--- src/rtl/ps2_keys_pkg.sv ---
// Shared PS/2 scan-code constants, direction encoding and decoder state encoding
// for the key scheduler and its direction queue.
package ps2_keys_pkg;

    localparam int unsigned DIR_W = 2;

    localparam logic [7:0] SC_EXT     = 8'hE0;
    localparam logic [7:0] SC_BRK     = 8'hF0;
    localparam logic [7:0] SC_UP      = 8'h75;
    localparam logic [7:0] SC_RIGHT   = 8'h74;
    localparam logic [7:0] SC_DOWN    = 8'h72;
    localparam logic [7:0] SC_LEFT    = 8'h6B;
    localparam logic [7:0] SC_START   = 8'h1B;
    localparam logic [7:0] SC_PAUSE   = 8'h4D;
    localparam logic [7:0] SC_RESTART = 8'h2D;
    localparam logic [7:0] SC_ESC     = 8'h76;

    typedef enum logic [DIR_W-1:0] {
        DIR_UP    = 2'd0,
        DIR_RIGHT = 2'd1,
        DIR_DOWN  = 2'd2,
        DIR_LEFT  = 2'd3
    } dir_e;

    typedef enum logic [1:0] {
        ST_IDLE    = 2'd0,
        ST_EXT     = 2'd1,
        ST_BRK     = 2'd2,
        ST_EXT_BRK = 2'd3
    } dec_state_e;

    // Opposite directions differ only in bit 1 of the encoding.
    function automatic logic is_reverse(input logic [DIR_W-1:0] a, input logic [DIR_W-1:0] b);
        return a == (b ^ 2'd2);
    endfunction

endpackage

--- src/rtl/dir_fifo.sv ---
// DEPTH x 2-bit synchronous FIFO holding pending direction changes.
// A push into a full FIFO is accepted only when a pop frees a slot in the same cycle.
module dir_fifo
    import ps2_keys_pkg::*;
#(
    parameter int unsigned DEPTH = 4
) (
    input  logic                     CLK,
    input  logic                     RESET_N,
    input  logic                     flush_i,
    input  logic                     push_i,
    input  logic                     pop_i,
    input  logic [DIR_W-1:0]         push_data_i,
    output logic [DIR_W-1:0]         head_o,
    output logic [DIR_W-1:0]         tail_o,
    output logic [$clog2(DEPTH):0]   count_o,
    output logic                     full_o,
    output logic                     empty_o
);

    localparam int unsigned AW = $clog2(DEPTH);
    localparam int unsigned CW = AW + 1;

    logic [DIR_W-1:0] mem_q [DEPTH];
    logic [AW-1:0]    rd_ptr_q, rd_ptr_d;
    logic [AW-1:0]    wr_ptr_q, wr_ptr_d;
    logic [CW-1:0]    cnt_q, cnt_d;
    logic             push_ok, pop_ok;

    always_comb begin
        empty_o  = (cnt_q == '0);
        full_o   = (cnt_q == CW'(DEPTH));
        pop_ok   = pop_i && !empty_o;
        push_ok  = push_i && (!full_o || pop_ok);
        rd_ptr_d = rd_ptr_q;
        wr_ptr_d = wr_ptr_q;
        cnt_d    = cnt_q;
        if (flush_i) begin
            rd_ptr_d = '0;
            wr_ptr_d = '0;
            cnt_d    = '0;
        end else begin
            if (pop_ok)  rd_ptr_d = rd_ptr_q + AW'(1);
            if (push_ok) wr_ptr_d = wr_ptr_q + AW'(1);
            cnt_d = cnt_q + CW'(push_ok) - CW'(pop_ok);
        end
    end

    always_ff @(posedge CLK) begin
        if (!RESET_N) begin
            rd_ptr_q <= '0;
            wr_ptr_q <= '0;
            cnt_q    <= '0;
        end else begin
            rd_ptr_q <= rd_ptr_d;
            wr_ptr_q <= wr_ptr_d;
            cnt_q    <= cnt_d;
        end
    end

    // Storage needs no reset: occupancy alone decides which entries are live.
    always_ff @(posedge CLK) begin
        if (push_ok && !flush_i) mem_q[wr_ptr_q] <= push_data_i;
    end

    assign head_o  = mem_q[rd_ptr_q];
    assign tail_o  = mem_q[wr_ptr_q - AW'(1)];
    assign count_o = cnt_q;

endmodule

--- src/rtl/ps2_key_scheduler.sv ---
// PS/2 scan-code decoder feeding a per-tick direction queue and command pulses
// for the snake game core.
module ps2_key_scheduler
    import ps2_keys_pkg::*;
#(
    parameter int unsigned DEPTH          = 4,
    parameter logic [1:0]  INIT_DIR       = 2'd1,
    parameter logic [15:0] PREFIX_TIMEOUT = 16'd50000
) (
    input  logic                   CLK,
    input  logic                   RESET_N,
    input  logic [7:0]             RX_DATA,
    input  logic                   RX_VALID,
    input  logic                   TICK,
    output logic [1:0]             DIR_OUT,
    output logic                   DIR_VALID,
    output logic                   CMD_START,
    output logic                   CMD_PAUSE,
    output logic                   CMD_RESTART,
    output logic                   CMD_ESC,
    output logic [$clog2(DEPTH):0] Q_COUNT,
    output logic                   OVERFLOW
);

    dec_state_e  state_q, state_d;
    logic [15:0] tmo_q, tmo_d;

    logic             make_c, is_arrow_c;
    logic [DIR_W-1:0] key_dir_c, ref_dir_c;
    logic             start_c, pause_c, restart_c, esc_c;
    logic             push_c, pop_c;

    logic [DIR_W-1:0] dir_q, dir_d;
    logic             dir_valid_q, dir_valid_d;
    logic             ovf_q, ovf_d;
    logic             start_q, pause_q, restart_q, esc_q;

    logic [DIR_W-1:0] fifo_head, fifo_tail;
    logic             fifo_full, fifo_empty;

    // Decoder state register
    always_ff @(posedge CLK) begin
        if (!RESET_N) begin
            state_q <= ST_IDLE;
            tmo_q   <= '0;
        end else begin
            state_q <= state_d;
            tmo_q   <= tmo_d;
        end
    end

    // Decoder next state; the timeout only runs while a prefix is pending
    always_comb begin
        state_d = state_q;
        tmo_d   = tmo_q;
        if (RX_VALID) begin
            tmo_d = '0;
            if (RX_DATA == SC_EXT) begin
                state_d = ST_EXT;
            end else begin
                case (state_q)
                    ST_IDLE: if (RX_DATA == SC_BRK) state_d = ST_BRK;
                    ST_EXT:  state_d = (RX_DATA == SC_BRK) ? ST_EXT_BRK : ST_IDLE;
                    default: state_d = ST_IDLE;
                endcase
            end
        end else if (state_q != ST_IDLE) begin
            if (tmo_q == PREFIX_TIMEOUT - 16'd1) begin
                state_d = ST_IDLE;
                tmo_d   = '0;
            end else begin
                tmo_d = tmo_q + 16'd1;
            end
        end
    end

    // Decoder outputs: make-code qualification and key lookup
    always_comb begin
        make_c     = RX_VALID && (RX_DATA != SC_EXT) && (RX_DATA != SC_BRK) &&
                     ((state_q == ST_IDLE) || (state_q == ST_EXT));
        is_arrow_c = 1'b0;
        key_dir_c  = DIR_UP;
        start_c    = 1'b0;
        pause_c    = 1'b0;
        restart_c  = 1'b0;
        esc_c      = 1'b0;
        if (make_c) begin
            case (RX_DATA)
                SC_UP:      begin is_arrow_c = 1'b1; key_dir_c = DIR_UP;    end
                SC_RIGHT:   begin is_arrow_c = 1'b1; key_dir_c = DIR_RIGHT; end
                SC_DOWN:    begin is_arrow_c = 1'b1; key_dir_c = DIR_DOWN;  end
                SC_LEFT:    begin is_arrow_c = 1'b1; key_dir_c = DIR_LEFT;  end
                SC_START:   start_c   = 1'b1;
                SC_PAUSE:   pause_c   = 1'b1;
                SC_RESTART: restart_c = 1'b1;
                SC_ESC:     esc_c     = 1'b1;
                default:    ;
            endcase
        end
    end

    // Compare against the newest pending move so queued turns chain correctly
    always_comb begin
        ref_dir_c = fifo_empty ? dir_q : fifo_tail;
        push_c    = is_arrow_c && (key_dir_c != ref_dir_c) && !is_reverse(key_dir_c, ref_dir_c);
        pop_c     = TICK && !fifo_empty && !restart_c;
        dir_d       = dir_q;
        dir_valid_d = 1'b0;
        ovf_d       = ovf_q;
        if (restart_c) begin
            dir_d = INIT_DIR;
            ovf_d = 1'b0;
        end else begin
            if (pop_c) begin
                dir_d       = fifo_head;
                dir_valid_d = 1'b1;
            end
            if (push_c && fifo_full && !pop_c) ovf_d = 1'b1;
        end
    end

    always_ff @(posedge CLK) begin
        if (!RESET_N) begin
            dir_q       <= INIT_DIR;
            dir_valid_q <= 1'b0;
            ovf_q       <= 1'b0;
            start_q     <= 1'b0;
            pause_q     <= 1'b0;
            restart_q   <= 1'b0;
            esc_q       <= 1'b0;
        end else begin
            dir_q       <= dir_d;
            dir_valid_q <= dir_valid_d;
            ovf_q       <= ovf_d;
            start_q     <= start_c;
            pause_q     <= pause_c;
            restart_q   <= restart_c;
            esc_q       <= esc_c;
        end
    end

    dir_fifo #(
        .DEPTH (DEPTH)
    ) u_dir_fifo (
        .CLK         (CLK),
        .RESET_N     (RESET_N),
        .flush_i     (restart_c),
        .push_i      (push_c),
        .pop_i       (pop_c),
        .push_data_i (key_dir_c),
        .head_o      (fifo_head),
        .tail_o      (fifo_tail),
        .count_o     (Q_COUNT),
        .full_o      (fifo_full),
        .empty_o     (fifo_empty)
    );

    assign DIR_OUT     = dir_q;
    assign DIR_VALID   = dir_valid_q;
    assign OVERFLOW    = ovf_q;
    assign CMD_START   = start_q;
    assign CMD_PAUSE   = pause_q;
    assign CMD_RESTART = restart_q;
    assign CMD_ESC     = esc_q;

endmodule
--- config.mk ---
export PLATFORM = sky130hd
export DESIGN_NAME = ps2_key_scheduler
export DESIGN_NICKNAME = d
export VERILOG_FILES = /design/src/rtl/ps2_keys_pkg.sv /design/src/rtl/dir_fifo.sv /design/src/rtl/ps2_key_scheduler.sv
export SDC_FILE = /design/constraint.sdc
export NUM_CORES = 1
export LEC_CHECK = 0
export ABC_CLOCK_PERIOD_IN_PS = 7650
export CAP_MARGIN = 10
export CORE_MARGIN = 2
export CORE_UTILIZATION = 35
export DETAILED_ROUTE_END_ITERATION = 16
export GPL_ROUTABILITY_DRIVEN = 1
export MAX_ROUTING_LAYER = met4
export PLACE_DENSITY_LB_ADDON = 0.15
export SLEW_MARGIN = 10
export SYNTH_ARGS = -nofsm -noshare
export SYNTH_HDL_FRONTEND = slang
export SYNTH_HIERARCHICAL = 1
export SYNTH_SLANG_ARGS = --single-unit
--- constraint.sdc ---
create_clock -name CLK -period 7.65 [get_ports CLK]
set_input_delay 1.9125 -clock CLK [delete_from_list [all_inputs] [get_ports CLK]]
set_output_delay 1.9125 -clock CLK [all_outputs]
set_load 0.02 [all_outputs]
# ---- Word level (Yosys, flattened, before mapping)
# Memory sizes are Yosys's and may differ from the RTL's. A register that Yosys moved wholly into a read port is not among the register bits.
# Index checks and enable logic that the tools add are counted.
dict set report totals {
  reg_bits 31
  mem_bits_rw 8
  output_inout_bits 11
  word_cells 88
  n_memories 1
}
dict set report classes {
  addsub 6
  eq_ne 18
  muxes 21
  bitwise 2
  reduce_logical 29
}
# name depth width rd rd_clocked_by_memory_dff wr line
set memory_table {}
lappend memory_table {u_dir_fifo.mem_q 4 2 2 1 1 dir_fifo.sv:24} ;# logic [DIR_W-1:0] mem_q [DEPTH];
# operator count
set ops {}
lappend ops {{8-bit by 7-bit equality test with 1-bit output (second input constant)} 6}
lappend ops {{16-bit by 1-bit adder with 16-bit output (second input constant)} 1}
lappend ops {{16-bit equality test (second input constant)} 1}
lappend ops {{8-bit equality test (second input constant)} 2}
lappend ops {{16-bit two-way mux} 1}
lappend ops {{2-bit two-way mux} 8}
lappend ops {{8-bit inequality test (second input constant)} 2}
lappend ops {{1-bit logical AND} 12}
lappend ops {{1-bit two-way mux} 10}
lappend ops {{8-bit by 5-bit equality test with 1-bit output (second input constant)} 1}
lappend ops {{8-bit by 6-bit equality test with 1-bit output (second input constant)} 1}
lappend ops {{2-bit one-hot mux with 3 select lines} 1}
lappend ops {{2-bit nonzero test} 3}
lappend ops {{1-bit zero test} 5}
lappend ops {{2-bit by 1-bit adder with 2-bit output (second input constant)} 2}
lappend ops {{4-bit inequality test (second input constant)} 1}
lappend ops {{2-bit one-hot mux with 2 select lines} 1}
lappend ops {{2-bit OR reduction} 2}
lappend ops {{4-bit OR reduction} 1}
lappend ops {{3-bit by 1-bit adder with 3-bit output} 1}
lappend ops {{3-bit equality test (second input constant)} 1}
lappend ops {{3-bit zero test} 1}
lappend ops {{3-bit AND reduction} 1}
lappend ops {{3-bit by 1-bit subtractor with 3-bit output} 1}
lappend ops {{other kinds (8)} 10}

# ---- Depth between registers and ports, before layout
# Gate-level depths: netlist (run 1).
dict set report depth {
  ltp_word 13
  ltp_mapped 14
  mapped_depth_nobuf 14
}

# ---- Modules after synthesis
# The synthesis (run 1) kept the hierarchy.
# mod instances cells_each area_each_um2 seq_area_each_um2
set modules_own_cells {}
lappend modules_own_cells {ps2_key_scheduler 1 150 1313.8 520.5}
lappend modules_own_cells {dir_fifo 1 64 812.0 420.4}

# ---- Worst setup path before layout (run 1)
# No wires, ideal clock.
dict set report synth_path {
  path_type {input -> register}
  startpoint {in RX_DATA[7]}
  endpoint {reg u_dir_fifo.cnt_q[1], in the netlist u_dir_fifo/count_o[1]}
  setup_ns 0.066
  arrival_ns 4.244
  required_ns 7.584
  path_slack_ns 3.340
  stages 10
  n_path_buf 0
  cell_sequence {or3b_1 nor4_2 nor2_1 or4b_1 nand3_1 o21ai_1 ha_1 inv_1 fa_1 nor2_1}
}
dict set report synth_via {
  elab_chain_cells 12
}
# element line
set synth_rtl {}
lappend synth_rtl {{start, declared} ps2_key_scheduler.sv:12} ;# input logic [7:0] RX_DATA,
lappend synth_rtl {{8-bit inequality test} ps2_key_scheduler.sv:79} ;# make_c = RX_VALID && (RX_DATA != SC_EXT) && (RX_DATA != SC_BRK) &&
lappend synth_rtl {{1-bit logical AND (3 in a row)} ps2_key_scheduler.sv:79}
lappend synth_rtl {{1-bit two-way mux *} ps2_key_scheduler.sv:87} ;# if (make_c) begin
lappend synth_rtl {{named net restart_c} ps2_key_scheduler.sv:30} ;# logic start_c, pause_c, restart_c, esc_c;
lappend synth_rtl {{1-bit zero test *} ps2_key_scheduler.sv:106} ;# pop_c = TICK && !fifo_empty && !restart_c;
lappend synth_rtl {{1-bit logical AND *} ps2_key_scheduler.sv:106}
lappend synth_rtl {{named net pop_c} ps2_key_scheduler.sv:31} ;# logic push_c, pop_c;
lappend synth_rtl {{1-bit logical AND *} dir_fifo.sv:33} ;# pop_ok = pop_i && !empty_o;
lappend synth_rtl {{1-bit logical OR} dir_fifo.sv:34} ;# push_ok = push_i && (!full_o || pop_ok);
lappend synth_rtl {{1-bit logical AND} dir_fifo.sv:34}
lappend synth_rtl {{3-bit by 1-bit adder with 3-bit output} dir_fifo.sv:45} ;# cnt_d = cnt_q + CW'(push_ok) - CW'(pop_ok);
lappend synth_rtl {{3-bit by 1-bit subtractor with 3-bit output *} dir_fifo.sv:45}
lappend synth_rtl {{end signal, assigned} dir_fifo.sv:57} ;# cnt_q <= cnt_d;
lappend synth_rtl {{end, declared} dir_fifo.sv:27} ;# logic [CW-1:0] cnt_q, cnt_d;
# The timed path passes the listed nets; every way through them passes the cells marked *.
# A chain may end at the register's enable or synchronous reset.

# ---- Final worst setup path (run 1)
# Same ends and word-level chain as after synthesis.

==> run metrics, run 1 <==
status=completed; post-route core utilization=42.71%; Static Leakage=0.0008479 uW; Tcrit/Tclk final=64.44%; Metal-1 WL=1984 microns; CP max FO=5; WS Path Type=in -> reg; Ys Warns=6; Worst Setup Start Kind=primary input; initial antenna violation count=0; Hold Path Depth=1; crit end category=flip-flop; worst hold path class=reg -> reg; vias in the first global route=1456; I/O pin total=23; achievable frequency=202.8 MHz; Met3 Wirelength=176 microns; global-route usage over all layers=13.51%; final hold viol count=0; share of layout cells above drive strength 1=8.299%; pin count of the biggest net entering global routing=17; setup TNS=0 ps; die height=81.52 microns; buffer count from post-CTS setup fixing=0; synthesized area per cell=9.874 sq um; critical path required time=7890 ps; Syn Inst Count=213; WL met2=1777 microns; CTS tree=done; Initial DRC Count=79; total grt overflow=0; H-tree Lvls=2; unrepaired setup endpoints after global routing=false; die width=81.52 microns; max_cap viols=0; IO Port Bufs=22; clock-pin transition on the worst setup and hold timing paths=90 ps; ANT cells=0; ANT nets after route=0; Place WS=2493 ps; total CTS buffers=5; Hold WS=484.7 ps; Die Area=6646 sq um; DRT Wirelength=3979 microns; clk_lat worst skew=300 ps; Peak VDD IR=0.00008802 V; R2R depth=10; Least-Margin Pin Slew=543.9 ps; clk root buf=clkbuf_8; skew final=5.515 ps; Via Count=1561; CORE AREA=5851 sq um; DRC viols=0; Hold-fix buffers, CTS=0; first-pass GRT wire length=6755 microns; CTS Buffer Depth=2; Cell Pwr Density=160.0 nW/um^2; CP arrival=5170 ps; RD Place Congestion=0.8095; highest routed layer=met4; DR WL/cell=12.59 microns; DP HPWL=2940 microns; Syn Nets=232; fillers=572; shortest period the worst path allows=4930 ps; Layout area overhead=18.80%; max-slew violation count=0; CTS sink cnt=43; relative slew slack=63.44%; Worst Setup Slack, final=2720 ps; 1st-pass router iterations=4; Initial Util=35.95%; Vias/cell=4.940; Row Count=28; final setup fails=0; post-cts repair resize count=0; nets@finish=259; Synth Cell Area=2103 sq um
layout make-up:
type | count | area (sq um) | share of cell area [%]
inverter | 11 | 41.29 | 1.652
timing repair buffer | 22 | 220.2 | 8.813
sequential | 43 | 940.9 | 37.66
clock inverter | 3 | 23.77 | 0.9514
multi-input combinational | 157 | 1110 | 44.42
tap | 75 | 93.84 | 3.756
clock buffer | 5 | 68.82 | 2.754
worst max-delay path: stages:
cell,delay [ps]
clkdlybuf4s50_1,540
or3b_1,450
nor4_2,530
nor2_1,210
or4b_1,610
nand3_1,110
o21ai_1,70
ha_1,180
inv_1,60
fa_1,400
nor2_1,100
cell usage in the layout (no fill, tap or decap), types with 2 or more instances in the layout:
master / instances
or4b_1: 2
nor2b_1: 5
dfxtp_1: 35
and2_1: 4
mux2i_1: 3
a21oi_1: 5
nand3_1: 8
nor2_1: 32
o21ai_0: 6
clkdlybuf4s50_1: 22
xnor2_1: 6
nand4_1: 5
clkinvlp_4: 2
nand2_1: 13
or3_1: 2
nor3b_1: 3
nor4_1: 4
mux4_2: 3
inv_1: 11
xor2_1: 13
edfxtp_1: 8
nor3_1: 7
clkbuf_8: 5
nand2b_1: 5
ha_1: 6
layer usage:
metal / vias up / GRT usage [%]
met5: - / -
met4: 0 / 4.576
met3: 4 / 3.077
met2: 34 / 21.31
met1: 713 / 17.09
li1: 810 / -
stage by stage:
step	instances	power, uW	area [sq um]
after detailed placement	308	256.3	2406
after floorplan	213	244.9	2103
final	316	399.9	2499
after global routing	316	417.6	2499
after CTS	316	406.4	2499
after global placement	308	256.4	2406
path summary, 6_finish.rpt:
path / startpoint / endpoint / slack, ps
setup / recovery: RX_DATA[7] / u_dir_fifo/count_o[1]$_SDFF_PP0_ / 2720
hold / removal: OVERFLOW$_SDFFE_PP0P_ / OVERFLOW$_SDFFE_PP0P_ / 480
setup reg to reg: state_q[1]$_SDFFE_PN0P_ / u_dir_fifo/count_o[1]$_SDFF_PP0_ / 4500
hold reg to reg: OVERFLOW$_SDFFE_PP0P_ / OVERFLOW$_SDFFE_PP0P_ / 480
sequential cells by signal (all words and copies together) (netlist names), named ones only:
signal and flops:
CMD_ESC 1, CMD_PAUSE 1, CMD_RESTART 1, CMD_START 1, DIR_OUT 2, DIR_VALID 1, OVERFLOW 1, state_q 2
tmo_q 16, u_dir_fifo/count_o 3, u_dir_fifo/mem_q 8, u_dir_fifo/rd_ptr_q 2, u_dir_fifo/wr_ptr_q 2
power by group:
| part | internal [uW] | switching (uW) |
|---|---|---|
| registers | 230 | 0.239 |
| clock network | 65.3 | 83.7 |
| logic | 9.34 | 11.6 |
Power figures use the tool's default switching activity.
==> run 2: changes to the inputs <==
--- a/config.mk
+++ b/config.mk
@@ -5,7 +5,7 @@
 export SDC_FILE = /design/constraint.sdc
 export NUM_CORES = 1
 export LEC_CHECK = 0
-export ABC_CLOCK_PERIOD_IN_PS = 7650
+export ABC_CLOCK_PERIOD_IN_PS = 4850
 export CAP_MARGIN = 10
 export CORE_MARGIN = 2
 export CORE_UTILIZATION = 35
==> constraint.sdc (replaced) <==
create_clock -name CLK -period 4.85 [get_ports CLK]
set_input_delay 1.2125 -clock CLK [delete_from_list [all_inputs] [get_ports CLK]]
set_output_delay 1.2125 -clock CLK [all_outputs]
set_load 0.02 [all_outputs]
==> run 2 against run 1 <==
First-iteration DRC count fell by 2.5%. Combinational power rose by 56%. Count of clock-buffer cells in the layout did not move. Clock power rose by 120%. Non-clock buffer count did not move. Sequential share of layout area fell by 0.65 points. Register-to-register slack got worse by 2800 ps. Cell count did not move. Critical path depth did not move. Hold slack got worse by 3.3 ps. Clock skew barely moved.
==> run metrics, run 2 (same netlist as run 1, synthesis figures left out) <==
status=completed; Worst Setup Start Kind=primary input; skew final=5.237 ps; Die Area=6646 sq um; DP HPWL=2949 microns; Row Count=28; Crit path largest cell delay=610 ps; DR WL/cell=12.55 microns; unrepaired setup endpoints after global routing=false; final hold viol count=0; Vias/cell=4.911; CTS tree=done; fillers=557; clock-pin transition on the worst setup and hold timing paths=90 ps; post-route core utilization=43.46%; global-route usage over all layers=13.44%; Tcrit/Tclk final=87.22%; Cell Pwr Density=285.4 nW/um^2; 1st-pass router iterations=4; max-slew violation count=0; final setup fails=0; ANT cells=0; Initial Util=35.95%; slowest CP cell=or4b_1; Hold-fix buffers, CTS=0; WL met2=1836 microns; WS Path Type=in -> reg; max_cap viols=0; area of the multi-input gates=1110 sq um; Least-Margin Pin Slew=550.1 ps; Top Family by Delay on Critical Path=simple AND/OR/NAND/NOR gates; shortest period the worst path allows=4230 ps; CTS sink cnt=43; Static Leakage=0.0008715 uW; clk_lat worst skew=290 ps; ANT nets after route=0; most frequent cells in the layout=35 x dfxtp_1, 32 x nor2_1, 22 x clkdlybuf4s50_1; CP arrival=4460 ps; post-cts repair resize count=0; clk root buf=clkbuf_8; total grt overflow=0; highest routed layer=met4; IO Port Bufs=22; initial antenna violation count=0; crit end category=flip-flop; total CTS buffers=5; RD Place Congestion=0.8096; setup TNS=0 ps; Layout area overhead=20.88%; worst hold path class=reg -> reg; Initial DRC Count=77; first-pass GRT wire length=6699 microns; share of layout cells above drive strength 1=8.299%; Peak VDD IR=0.0001394 V; pin count of the biggest net entering global routing=17; CTS Buffer Depth=2; die width=81.52 microns; H-tree Lvls=2; critical path, cell by cell=clkdlybuf4s50_1 -> or3b_1 -> nor4_2 -> nor2_1 -> or4b_1 -> nand3_1 -> o21ai_1 -> ha_1 -> inv_1 -> fa_1 -> nor2_1; DRC viols=0; die height=81.52 microns; Via Count=1552; commonest non-fill, non-tap cell in the layout=dfxtp_1; Metal-1 WL=1939 microns; most flop-heavy register=tmo_q; CP Buf/Inv Count=2; dpl cells=308; I/O pin total=23; non-filler instance count after layout=316; CP max FO=5; vias in the first global route=1465; CP most frequent cell=nor2_1; CORE AREA=5851 sq um; Met3 Wirelength=164 microns; critical path required time=5080 ps; max reg flops=16; DRT Wirelength=3966 microns; nets@finish=259; relative slew slack=63.02%; achievable frequency=236.4 MHz; buffer count from post-CTS setup fixing=0; FF+latch area=940.9 sq um
-- run 2: per-layer routing --
layer  GRT usage [%]  up-vias
met3           3.516        2
met4           3.559        0
met2           20.98       22
li1                -      807
met5               -        -
met1           17.28      721
-- run 2: power by group --
group	switching, uW	internal (uW)
combinational	18.1	14.7
clock	125	205
sequential	0.371	362
total	143	582
-- run 2: cell type report --
cell class,instances,area share [%]
inverter,11,1.624
tap,75,3.691
sequential,43,37.01
clock buffer,5,2.707
multi-input combinational,157,43.65
timing repair buffer,22,8.661
clock inverter,3,2.657
-- run 2: worst register-to-register path, delay by kind of cell, from the launching register on --
| family | cells | cell delay (ps) |
|---|---|---|
| flip-flops | 1 | 380 |
| AO/OA/AOI/OAI | 1 | 70 |
| buffers and inverters | 1 | 60 |
| AND/OR/NAND/NOR | 6 | 2030 |
| adder cells (fa/ha/maj) | 2 | 580 |
-- run 2: final timing paths --
path                                 from                               end  slack (ps)  cells past startpoint
setup reg to reg  state_q[1]$_SDFFE_PN0P_  u_dir_fifo/count_o[1]$_SDFF_PP0_        1700                     10
hold reg to reg     OVERFLOW$_SDFFE_PP0P_             OVERFLOW$_SDFFE_PP0P_         480                      1
setup / recovery               RX_DATA[7]  u_dir_fifo/count_o[1]$_SDFF_PP0_         620                     11
hold / removal      OVERFLOW$_SDFFE_PP0P_             OVERFLOW$_SDFFE_PP0P_         480                      1
-- run 2: per-stage QoR --
step           hold slack [ps]  cell area (sq um)  worst slack (ps)  total power, uW
3_5_place_dp             469.6               2406             345.4            404.2
6_report                 481.4               2542             619.8            725.5
5_1_grt                  518.9               2542             472.3            753.1
4_1_cts                  491.7               2542             636.6            736.9
2_1_floorplan            448.9               2103              1240            386.3
3_3_place_gp             461.8               2406             465.5            404.5
